==> config.mk <==
export PLATFORM = sky130hd
export DESIGN_NAME = flexbex_wb_bridge_flat
export DESIGN_NICKNAME = d
export VERILOG_FILES = /design/src/rtl/flexbex_bus_pkg.sv /design/src/rtl/flexbex_wb_bridge_if.sv /design/src/rtl/flexbex_rr_arb2.sv /design/src/rtl/flexbex_wb_bridge.sv /design/src/flat_wrapper.sv
export SDC_FILE = /design/constraint.sdc
export NUM_CORES = 1
export LEC_CHECK = 0
export ABC_AREA = 0
export BUFFER_PORTS_ARGS = -buffer_cell sky130_fd_sc_hd__buf_4
export CORE_MARGIN = 4
export CORE_UTILIZATION = 25
export DETAILED_ROUTE_END_ITERATION = 7
export PLACE_DENSITY = 0.6
export SKIP_CTS_REPAIR_TIMING = 1
export SLEW_MARGIN = 5
export SYNTH_ARGS = -nofsm -noshare
export SYNTH_HDL_FRONTEND = slang
export SYNTH_SLANG_ARGS = --single-unit
==> constraint.sdc <==
create_clock -name clk_i -period 3 [get_ports clk_i]
set_input_delay 0.15 -clock clk_i [delete_from_list [all_inputs] [get_ports clk_i]]
set_output_delay 0.15 -clock clk_i [all_outputs]
set_load 0.005 [all_outputs]
==> src/rtl/flexbex_bus_pkg.sv <==
// Shared types and constants for the flexbex core-to-Wishbone bridge.
// Imported by the bridge top, its arbiter and the bench.
package flexbex_bus_pkg;

    typedef enum logic [1:0] {
        IDLE = 2'd0,
        BUS  = 2'd1,
        RESP = 2'd2
    } state_e;

    localparam logic PORT_INSTR = 1'b0;
    localparam logic PORT_DATA  = 1'b1;

    localparam logic [3:0]  SEL_ALL   = 4'hF;
    localparam logic [31:0] ERR_RDATA = 32'h0000_0000;

    typedef struct packed {
        logic        port;
        logic        we;
        logic [3:0]  sel;
        logic [31:0] adr;
        logic [31:0] dat;
    } bus_req_t;

    function automatic logic [31:0] word_adr(input logic [31:0] a);
        return a & 32'hFFFF_FFFC;
    endfunction

    function automatic int unsigned wdog_width(input int unsigned t);
        return (t <= 1) ? 1 : $clog2(t + 1);
    endfunction

endpackage

==> src/rtl/flexbex_wb_bridge_if.sv <==
// Signal bundle of the bridge: core instr/data ports plus the Wishbone master.
// master = the bridge itself; slave = core and interconnect side.
interface flexbex_wb_bridge_if;

    logic        instr_req_i;
    logic [31:0] instr_addr_i;
    logic        instr_gnt_o;
    logic        instr_rvalid_o;
    logic [31:0] instr_rdata_o;

    logic        data_req_i;
    logic        data_we_i;
    logic [3:0]  data_be_i;
    logic [31:0] data_addr_i;
    logic [31:0] data_wdata_i;
    logic        data_gnt_o;
    logic        data_rvalid_o;
    logic [31:0] data_rdata_o;
    logic        data_err_o;

    logic        wbm_cyc_o;
    logic        wbm_stb_o;
    logic        wbm_we_o;
    logic [3:0]  wbm_sel_o;
    logic [31:0] wbm_adr_o;
    logic [31:0] wbm_dat_o;
    logic [31:0] wbm_dat_i;
    logic        wbm_ack_i;
    logic        wbm_err_i;

    modport master (
        input  instr_req_i, instr_addr_i,
        output instr_gnt_o, instr_rvalid_o, instr_rdata_o,
        input  data_req_i, data_we_i, data_be_i,
        input  data_addr_i, data_wdata_i,
        output data_gnt_o, data_rvalid_o,
        output data_rdata_o, data_err_o,
        output wbm_cyc_o, wbm_stb_o, wbm_we_o,
        output wbm_sel_o, wbm_adr_o, wbm_dat_o,
        input  wbm_dat_i, wbm_ack_i, wbm_err_i
    );

    modport slave (
        output instr_req_i, instr_addr_i,
        input  instr_gnt_o, instr_rvalid_o, instr_rdata_o,
        output data_req_i, data_we_i, data_be_i,
        output data_addr_i, data_wdata_i,
        input  data_gnt_o, data_rvalid_o,
        input  data_rdata_o, data_err_o,
        input  wbm_cyc_o, wbm_stb_o, wbm_we_o,
        input  wbm_sel_o, wbm_adr_o, wbm_dat_o,
        output wbm_dat_i, wbm_ack_i, wbm_err_i
    );

endinterface

==> src/rtl/flexbex_rr_arb2.sv <==
// Two-requester round-robin arbiter with a fixed-priority override.
// Bit 0 = instr, bit 1 = data; pointer moves only on an accepted grant.
module flexbex_rr_arb2
    import flexbex_bus_pkg::*;
(
    input  logic       clk_i,
    input  logic       rst_i,
    input  logic [1:0] req_i,
    input  logic       prio_i,
    input  logic       gnt_stb_i,
    output logic [1:0] gnt_o
);

    // ptr_q names the port that wins the next conflict
    logic ptr_q;

    always_comb begin
        gnt_o = 2'b00;
        unique case (1'b1)
            (req_i == 2'b11):
                gnt_o = (prio_i || ptr_q == PORT_DATA) ? 2'b10 : 2'b01;
            (req_i == 2'b01):
                gnt_o = 2'b01;
            (req_i == 2'b10):
                gnt_o = 2'b10;
            default:
                gnt_o = 2'b00;
        endcase
    end

    always_ff @(posedge clk_i) begin
        if (rst_i) begin
            ptr_q <= PORT_INSTR;
        end else if (gnt_stb_i) begin
            ptr_q <= gnt_o[0] ? PORT_DATA : PORT_INSTR;
        end
    end

endmodule

==> src/rtl/flexbex_wb_bridge.sv <==
// Merges the flexbex instr and data ports onto one Wishbone classic master.
// One transaction in flight; a watchdog turns hung cycles into errors.
module flexbex_wb_bridge #(
    parameter int unsigned TIMEOUT_CYCLES = 255,
    parameter bit          DATA_PRIORITY  = 1'b0
) (
    input  logic                clk_i,
    input  logic                rst_i,
    flexbex_wb_bridge_if.master bus
);

    import flexbex_bus_pkg::*;

    localparam int unsigned WDW     = wdog_width(TIMEOUT_CYCLES);
    localparam bit          WD_EN   = (TIMEOUT_CYCLES != 0);
    localparam logic [31:0] WD_LAST =
        WD_EN ? 32'(TIMEOUT_CYCLES - 1) : 32'd0;

    state_e         state_q;
    logic           port_q;
    logic [WDW-1:0] wdog_q;

    logic        cyc_q;
    logic        stb_q;
    logic        we_q;
    logic [3:0]  sel_q;
    logic [31:0] adr_q;
    logic [31:0] dat_q;

    logic        i_rvalid_q;
    logic [31:0] i_rdata_q;
    logic        d_rvalid_q;
    logic [31:0] d_rdata_q;
    logic        d_err_q;

    logic [1:0]  arb_req;
    logic [1:0]  arb_gnt;
    logic        idle;
    logic        grant;
    bus_req_t    req_d;

    logic        expire;
    logic        term;
    logic        bus_err;
    logic [31:0] rdata_d;

    assign idle    = (state_q == IDLE);
    assign arb_req = {bus.data_req_i, bus.instr_req_i};
    assign grant   = idle && (|arb_gnt);

    flexbex_rr_arb2 u_arb (
        .clk_i     (clk_i),
        .rst_i     (rst_i),
        .req_i     (arb_req),
        .prio_i    (DATA_PRIORITY),
        .gnt_stb_i (grant),
        .gnt_o     (arb_gnt)
    );

    always_comb begin
        req_d = '0;
        unique case (1'b1)
            arb_gnt[PORT_DATA]: begin
                req_d.port = PORT_DATA;
                req_d.we   = bus.data_we_i;
                req_d.sel  = bus.data_be_i;
                req_d.adr  = word_adr(bus.data_addr_i);
                req_d.dat  = bus.data_we_i ? bus.data_wdata_i : 32'd0;
            end
            arb_gnt[PORT_INSTR]: begin
                req_d.port = PORT_INSTR;
                req_d.we   = 1'b0;
                req_d.sel  = SEL_ALL;
                req_d.adr  = word_adr(bus.instr_addr_i);
                req_d.dat  = 32'd0;
            end
            default: req_d = '0;
        endcase
    end

    // err beats ack; ack in the expiry cycle still counts as success
    assign expire  = WD_EN && (32'(wdog_q) == WD_LAST);
    assign term    = bus.wbm_ack_i || bus.wbm_err_i || expire;
    assign bus_err = bus.wbm_err_i || (expire && !bus.wbm_ack_i);
    assign rdata_d = bus_err ? ERR_RDATA : bus.wbm_dat_i;

    always_ff @(posedge clk_i) begin
        if (rst_i) begin
            state_q    <= IDLE;
            port_q     <= PORT_INSTR;
            wdog_q     <= '0;
            cyc_q      <= 1'b0;
            stb_q      <= 1'b0;
            we_q       <= 1'b0;
            sel_q      <= 4'h0;
            adr_q      <= 32'd0;
            dat_q      <= 32'd0;
            i_rvalid_q <= 1'b0;
            i_rdata_q  <= 32'd0;
            d_rvalid_q <= 1'b0;
            d_rdata_q  <= 32'd0;
            d_err_q    <= 1'b0;
        end else begin
            unique case (state_q)
                IDLE: begin
                    if (grant) begin
                        port_q  <= req_d.port;
                        we_q    <= req_d.we;
                        sel_q   <= req_d.sel;
                        adr_q   <= req_d.adr;
                        dat_q   <= req_d.dat;
                        cyc_q   <= 1'b1;
                        stb_q   <= 1'b1;
                        wdog_q  <= '0;
                        state_q <= BUS;
                    end
                end
                BUS: begin
                    if (term) begin
                        cyc_q   <= 1'b0;
                        stb_q   <= 1'b0;
                        state_q <= RESP;
                        if (port_q == PORT_DATA) begin
                            d_rvalid_q <= 1'b1;
                            d_rdata_q  <= rdata_d;
                            d_err_q    <= bus_err;
                        end else begin
                            i_rvalid_q <= 1'b1;
                            i_rdata_q  <= rdata_d;
                        end
                    end else begin
                        wdog_q <= wdog_q + 1'b1;
                    end
                end
                RESP: begin
                    i_rvalid_q <= 1'b0;
                    d_rvalid_q <= 1'b0;
                    state_q    <= IDLE;
                end
                default: state_q <= IDLE;
            endcase
        end
    end

    assign bus.instr_gnt_o    = idle && arb_gnt[PORT_INSTR];
    assign bus.data_gnt_o     = idle && arb_gnt[PORT_DATA];
    assign bus.instr_rvalid_o = i_rvalid_q;
    assign bus.instr_rdata_o  = i_rdata_q;
    assign bus.data_rvalid_o  = d_rvalid_q;
    assign bus.data_rdata_o   = d_rdata_q;
    assign bus.data_err_o     = d_err_q;

    assign bus.wbm_cyc_o = cyc_q;
    assign bus.wbm_stb_o = stb_q;
    assign bus.wbm_we_o  = we_q;
    assign bus.wbm_sel_o = sel_q;
    assign bus.wbm_adr_o = adr_q;
    assign bus.wbm_dat_o = dat_q;

endmodule

==> src/flat_wrapper.sv <==
// flat-port wrapper written by rule: the top's interface ports become plain ports
module flexbex_wb_bridge_flat import flexbex_bus_pkg::*;
#(
    parameter int unsigned TIMEOUT_CYCLES = 255,
    parameter bit          DATA_PRIORITY  = 1'b0
)
  (clk_i, rst_i, bus_instr_req_i, bus_instr_addr_i, bus_instr_gnt_o, bus_instr_rvalid_o, bus_instr_rdata_o, bus_data_req_i, bus_data_we_i, bus_data_be_i, bus_data_addr_i, bus_data_wdata_i, bus_data_gnt_o, bus_data_rvalid_o, bus_data_rdata_o, bus_data_err_o, bus_wbm_cyc_o, bus_wbm_stb_o, bus_wbm_we_o, bus_wbm_sel_o, bus_wbm_adr_o, bus_wbm_dat_o, bus_wbm_dat_i, bus_wbm_ack_i, bus_wbm_err_i);
  flexbex_wb_bridge_if bus_i ();
  input  logic clk_i;
  input  logic rst_i;
  input wire logic [$bits(bus_i.instr_req_i)-1:0] bus_instr_req_i;
  input wire logic [$bits(bus_i.instr_addr_i)-1:0] bus_instr_addr_i;
  output wire logic [$bits(bus_i.instr_gnt_o)-1:0] bus_instr_gnt_o;
  output wire logic [$bits(bus_i.instr_rvalid_o)-1:0] bus_instr_rvalid_o;
  output wire logic [$bits(bus_i.instr_rdata_o)-1:0] bus_instr_rdata_o;
  input wire logic [$bits(bus_i.data_req_i)-1:0] bus_data_req_i;
  input wire logic [$bits(bus_i.data_we_i)-1:0] bus_data_we_i;
  input wire logic [$bits(bus_i.data_be_i)-1:0] bus_data_be_i;
  input wire logic [$bits(bus_i.data_addr_i)-1:0] bus_data_addr_i;
  input wire logic [$bits(bus_i.data_wdata_i)-1:0] bus_data_wdata_i;
  output wire logic [$bits(bus_i.data_gnt_o)-1:0] bus_data_gnt_o;
  output wire logic [$bits(bus_i.data_rvalid_o)-1:0] bus_data_rvalid_o;
  output wire logic [$bits(bus_i.data_rdata_o)-1:0] bus_data_rdata_o;
  output wire logic [$bits(bus_i.data_err_o)-1:0] bus_data_err_o;
  output wire logic [$bits(bus_i.wbm_cyc_o)-1:0] bus_wbm_cyc_o;
  output wire logic [$bits(bus_i.wbm_stb_o)-1:0] bus_wbm_stb_o;
  output wire logic [$bits(bus_i.wbm_we_o)-1:0] bus_wbm_we_o;
  output wire logic [$bits(bus_i.wbm_sel_o)-1:0] bus_wbm_sel_o;
  output wire logic [$bits(bus_i.wbm_adr_o)-1:0] bus_wbm_adr_o;
  output wire logic [$bits(bus_i.wbm_dat_o)-1:0] bus_wbm_dat_o;
  input wire logic [$bits(bus_i.wbm_dat_i)-1:0] bus_wbm_dat_i;
  input wire logic [$bits(bus_i.wbm_ack_i)-1:0] bus_wbm_ack_i;
  input wire logic [$bits(bus_i.wbm_err_i)-1:0] bus_wbm_err_i;
  assign bus_i.instr_req_i = bus_instr_req_i;
  assign bus_i.instr_addr_i = bus_instr_addr_i;
  assign bus_instr_gnt_o = bus_i.instr_gnt_o;
  assign bus_instr_rvalid_o = bus_i.instr_rvalid_o;
  assign bus_instr_rdata_o = bus_i.instr_rdata_o;
  assign bus_i.data_req_i = bus_data_req_i;
  assign bus_i.data_we_i = bus_data_we_i;
  assign bus_i.data_be_i = bus_data_be_i;
  assign bus_i.data_addr_i = bus_data_addr_i;
  assign bus_i.data_wdata_i = bus_data_wdata_i;
  assign bus_data_gnt_o = bus_i.data_gnt_o;
  assign bus_data_rvalid_o = bus_i.data_rvalid_o;
  assign bus_data_rdata_o = bus_i.data_rdata_o;
  assign bus_data_err_o = bus_i.data_err_o;
  assign bus_wbm_cyc_o = bus_i.wbm_cyc_o;
  assign bus_wbm_stb_o = bus_i.wbm_stb_o;
  assign bus_wbm_we_o = bus_i.wbm_we_o;
  assign bus_wbm_sel_o = bus_i.wbm_sel_o;
  assign bus_wbm_adr_o = bus_i.wbm_adr_o;
  assign bus_wbm_dat_o = bus_i.wbm_dat_o;
  assign bus_i.wbm_dat_i = bus_wbm_dat_i;
  assign bus_i.wbm_ack_i = bus_wbm_ack_i;
  assign bus_i.wbm_err_i = bus_wbm_err_i;
  flexbex_wb_bridge #(.TIMEOUT_CYCLES(TIMEOUT_CYCLES), .DATA_PRIORITY(DATA_PRIORITY)) u_core (.clk_i(clk_i), .rst_i(rst_i), .bus(bus_i));
endmodule
==> results of run 1 <==
-- final cells by class --
class	count	area, µm²	area share
Multi-Input combinational cell	296	2270	0.253
Inverter	9	41.3	0.00458
Tap cell	280	350	0.0389
Sequential cell	147	2940	0.327
Clock inverter	14	144	0.0160
Clock buffer	18	439	0.0488
Timing Repair Buffer	352	2820	0.313
-- critical path, delay by kind of cell (launching register included) --
kind          cells  cell delay, ps
simple gates      2             890
buf+inv           2             440
flops             1             350
-- stage by stage --
stage          instance area (µm²)  setup slack, ps  instances  utilization  hold WS, ps
2_1_floorplan                 5520             1360        505            -          293
3_3_place_gp                  7730             1100       1015        0.355          383
3_5_place_dp                  7730             1080       1015        0.355          394
4_1_cts                       8320              687       1047        0.382        -60.8
5_1_grt                       9010              626       1116        0.414         2.19
6_report                      9010              719       1116        0.414        -20.6
-- layer usage --
| layer | wire, µm | GRT usage | up-vias |
|---|---|---|---|
| li1 | - | - | 2547 |
| met1 | 7240 | 0.167 | 2525 |
| met2 | 9770 | 0.232 | 161 |
| met3 | 1080 | 0.0354 | 24 |
| met4 | 402 | 0.0500 | 0 |
| met5 | 0 | 0 | - |
-- cell usage in the layout (no fill, tap or decap), types with 17 or more instances in the layout --
master,n
a32o_1,64
clkbuf_16,17
a22oi_1,34
a22oi_2,28
buf_4,283
a21oi_2,29
nor2_1,41
dfxtp_1,147
dlygate4sd3_1,69
nand2_1,33
-- where the power goes --
group | internal (mW) | leakage, nW | switching, mW
Clock | 1.20 | 0.285 | 0.926
Sequential | 2.03 | 1.19 | 0.0477
Combinational | 0.386 | 2.24 | 0.356
-- cell families (layout without fill, tap and decap cells) --
logic type / after synthesis / after routing / share of synthesized area
AOI/OAI and AO/OA: 190 / 190 / 0.314
DFF: 147 / 147 / 0.533
and+or+nand+nor: 101 / 101 / 0.0845
buffers and inverters: 62 / 393 / 0.0612
adders and majority gates: 2 / 2 / 0.00453
other: 1 / 2 / 0.000679
muxes: 1 / 1 / 0.00181
-- sequential cells by signal, summed over array words and instances, names as in the netlist --
signal	cells
u_core.bus.data_err_o	1
u_core.bus.data_rdata_o	32
u_core.bus.data_rvalid_o	1
u_core.bus.instr_rdata_o	32
u_core.bus.instr_rvalid_o	1
u_core.bus.wbm_adr_o	30
u_core.bus.wbm_cyc_o	1
u_core.bus.wbm_dat_o	32
u_core.bus.wbm_sel_o	4
u_core.bus.wbm_we_o	1
u_core.port_q	1
u_core.state_q	2
u_core.u_arb.ptr_q	1
u_core.wdog_q	8
-- how the worst min path moves through the flow --
stage                                    end  cells past startpoint                  from
global route         u_core.bus.wbm_adr_o[6]                      3    bus_data_addr_i[6]
detailed placement  u_core.bus.wbm_dat_o[16]                      3  bus_data_wdata_i[16]
CTS                  u_core.bus.wbm_dat_o[0]                      3   bus_data_wdata_i[0]
global placement    u_core.bus.wbm_dat_o[10]                      3  bus_data_wdata_i[10]
finish               u_core.bus.wbm_sel_o[0]                      3      bus_data_be_i[0]
floorplan            u_core.bus.wbm_sel_o[0]                      2      bus_data_be_i[0]
==> impl_metrics.yaml, run 1 <==
run_status:
  status: "finished with violations"
  violations: "hold timing"
synth:
  synth-seq-area-share: 0.533
  syn_inst: 504
  synth.top_cells.by_count: "147 x dfxtp_1, 64 x a32o_1, 41 x nor2_1, 34 x a22oi_1, 33 x nand2_1"
  synth_edf_count: 0
  synth_top_cell_by_area: "dfxtp_1"
  ys_warn_count: 0
  synth_most_common_cell: "dfxtp_1"
  synth_cell_types: 47
  synthArstFlopShare: 0
  ys_top_cells_by_area: "dfxtp_1 53%, a32o_1 12%, a22oi_2 6.3%, a22oi_1 4.6%, a21oi_2 4.4%"
  synth_ff_type: "dfxtp_1"
  syn-cell-area_mm2: 0.00552
  avgSynthCellArea_um2: 11.0
  synth_top_area_frac: 0.533
  synth-seq-cells: 147
placement:
  portBuffers: 272
  dp_hpwl_um: 12100
  gp_congestion: 0.753
worst_setup_path:
  cp-startpoint: "u_core.state_q[1]"
  critPathRequiredTime_ps: 2850
  r2r-start: "u_core.wdog_q[0]"
  cp-endpoint: "bus_data_gnt_o"
  cp_data_arrival_time_ps: 2130
  reg2reg_slack_ps: 1080
  slowest_delay_ps: 540
  cp_max_fo: 32
  worstSetupStartpointType: "flip-flop"
  r2r_end: "u_core.bus.data_rdata_o[6]"
  cp_slowest_cell: "or3_1"
  critPathKind: "reg -> out"
  cp-end-kind: "primary output"
  worstPathCellList: "or2_1 -> or3_1 -> inv_8 -> buf_4"
  reg2regPathDepth: 7
routing:
  routed_wl_um: 18500
  drc_errors: 0
  wl_per_cell_um: 16.6
  ant_nets: 0
  drtIter0Drc: 382
  firstDrtPassIters: 5
  routed_via_density: 4.71
  vias: 5257
layout:
  nets: 964
  fillers: 2132
  area_growth_pct: 63.2
  n_antenna_cell: 0
  final_layout_size_suffix_gt1_frac: 0.458
sta:
  final-setup-viol-count: 0
  rsz0062_at_grt: "false"
  clock.fmax_ghz: 0.438
  fin_skew_ps: 8.00
  slew_headroom: 0.331
  fin_crit_ps: 2280
  hold_violations: 1
  tightest_slew_ps: 1000
  tns_ps: 0
  slew_viol_final: 0
  post-route-period-util: 0.760
  holdWs_ps: -20.6
run:
  cap_violations: 0
global_routing:
  track_usage: 0.137
  gr-total-overflow: 0
  grt_pass1_vias: 4832
  grt_pass1_wl_um: 26700
  antenna_found_initial: 0
  grt_max_degree: 73
pwr:
  finalPower_mw: 4.94
  peakVddDrop_mv: 0.306
  powerDensity_mw_per_mm2: 549
  static-leakage-power_nw: 3.72
clock_tree:
  cts_tree: "yes"
  cts_sinks: 147
  clock-root-buffer: "clkbuf_16"
  cts_buffers: 17
  cts_max_path_buffers: 2
  clk_pin_slew_ps: 60
  clock_latency_ps: 420
  cts-htree-levels: 4
die:
  pin_count: 279
  die_width_um: 157
  fp.dieH_um: 157
  initial_core_util: 0.254
  core_area_mm2: 0.0218
  num_rows: 54
  dieArea_mm2: 0.0245
min_path:
  hp-class: "in -> reg"
No activity file was read; power rests on OpenSTA's default activity.
==> run 2, diff against run 1 <==
Clock period 3 ns to 2.2 ns, I/O delays scaled along.
==> run 2 against run 1 <==
The run still ends with hold timing left. Count of clock-buffer cells in the layout grew 2. Via count grew 3.3%. Hold slack gained 14 ps. Core utilization grew 2.4 points. Final area grew 5.7%. Final cell count grew 4.2%. Total power grew 38%. Non-clock buffer count grew 48. Worst setup slack lost 570 ps. Flip-flop and latch count is the same. Clock power grew 37%. Die area is the same. Critical endpoint unchanged. Largest cell class is now buffers.
==> impl_metrics.yaml, run 2 (same netlist as run 1, synthesis figures left out) <==
clock_tree:
  cts-htree-levels: 4
  clock_latency_ps: 410
  clock-root-buffer: "clkbuf_16"
  clk_pin_slew_ps: 70
  cts_sinks: 147
  cts_buffers: 17
  cts_max_path_buffers: 2
  cts_tree: "yes"
layout:
  layout_commonest_cell: "buf_4"
  ff_latch_area_mm2: 0.00294
  fillers: 2037
  area_growth_pct: 72.5
  stdcell_count: 1163
  nets: 1012
  multiInputGateArea_mm2: 0.00228
  final_layout_size_suffix_gt1_frac: 0.435
  n_antenna_cell: 0
  final_cell_mix: "283 x buf_4, 147 x dfxtp_1, 115 x dlygate4sd3_1"
die:
  initial_core_util: 0.254
  die_width_um: 157
  core_area_mm2: 0.0218
  pin_count: 279
  dieArea_mm2: 0.0245
  fp.dieH_um: 157
  num_rows: 54
global_routing:
  track_usage: 0.136
  grt_pass1_wl_um: 26700
  gr-total-overflow: 0
  grt_max_degree: 65
  antenna_found_initial: 0
  grt_pass1_vias: 4885
placement:
  dp_hpwl_um: 12400
  pre_cts_slack_ps: 299
  portBuffers: 272
  dp_cells: 1017
  gp_congestion: 0.757
routing:
  drc_errors: 0
  wl_per_cell_um: 16.6
  vias: 5432
  routed_via_density: 4.67
  drtIter0Drc: 299
  routed_wl_um: 19300
  ant_nets: 0
  firstDrtPassIters: 5
worst_setup_path:
  critPathRequiredTime_ps: 2090
  cp_max_fo: 32
  cp-startpoint: "u_core.state_q[1]"
  worstSetupStartpointType: "flip-flop"
  r2r-start: "u_core.wdog_q[0]"
  cp_data_arrival_time_ps: 1940
  cp-end-kind: "primary output"
  reg2regPathDepth: 7
  critPathKind: "reg -> out"
sta:
  post-route-period-util: 0.932
  final-setup-viol-count: 0
  tightest_slew_ps: 706
  fin_ws_ps: 149
  slew_viol_final: 0
  tns_ps: 0
  rsz0062_at_grt: "false"
  fin_crit_ps: 2050
  holdWs_ps: -6.88
  hold_violations: 3
  clock.fmax_ghz: 0.488
  slew_headroom: 0.529
  fin_skew_ps: 8.60
min_path:
  hp-start: "bus_instr_addr_i[8]"
  hp-class: "in -> reg"
  min_delay_path_depth: 3
pwr:
  peakVddDrop_mv: 0.461
  static-leakage-power_nw: 3.93
  finalPower_mw: 6.84
  powerDensity_mw_per_mm2: 718
run_status:
  status: "finished with violations"
  violations: "hold timing"
run:
  cap_violations: 0
==> run 2: cell count changes in the layout (fill, tap and decap cells not counted), sizes merged <==
cell and delta:
dlygate4sd3 +46, inv -7, clkinv +3, buf +2
clkbuf +2, bufinv +1
==> run 2: stage by stage <==
| step | util | area, µm² |
|---|---|---|
| 5_1_grt | 0.438 | 9520 |
| 3_3_place_gp | 0.357 | 7770 |
| 2_1_floorplan | - | 5520 |
| 3_5_place_dp | 0.357 | 7770 |
| 6_report | 0.438 | 9520 |
| 4_1_cts | 0.384 | 8360 |
==> run 2: final cells by class <==
cell class                 count  area share
inverter                       9     0.00486
timing repair buffer         400       0.348
tap                          280      0.0368
clock inverter                11      0.0135
clock buffer                  20      0.0480
multi-input combinational    296       0.239
sequential                   147       0.309
==> run 2: metal layers <==
metal	part of all wire	track usage	wire (µm)	up-vias
met5	0	0	0	-
met3	0.053	0.0343	1030	30
met1	0.40	0.167	7710	2582
li1	-	-	-	2640
met4	0.019	0.0401	360	0
met2	0.53	0.237	10200	180
==> run 2: where the power goes <==
group          switching [mW]  internal, mW
clock                    1.16          1.73
combinational           0.510         0.595
sequential             0.0664          2.77
==> run 2: worst max-delay path: stages (launching register included) <==
cell and delay [ps]:
dfxtp_1 340, or2_1 350, or3_4 470, clkinv_8 200, buf_4 160
==> run 2: final timing paths <==
check             slack (ps)                      endpoint
setup reg to reg         400  u_core.bus.instr_rdata_o[31]
setup / recovery         150                bus_data_gnt_o
hold reg to reg          460       u_core.bus.wbm_adr_o[2]
hold / removal            -7       u_core.bus.wbm_adr_o[8]
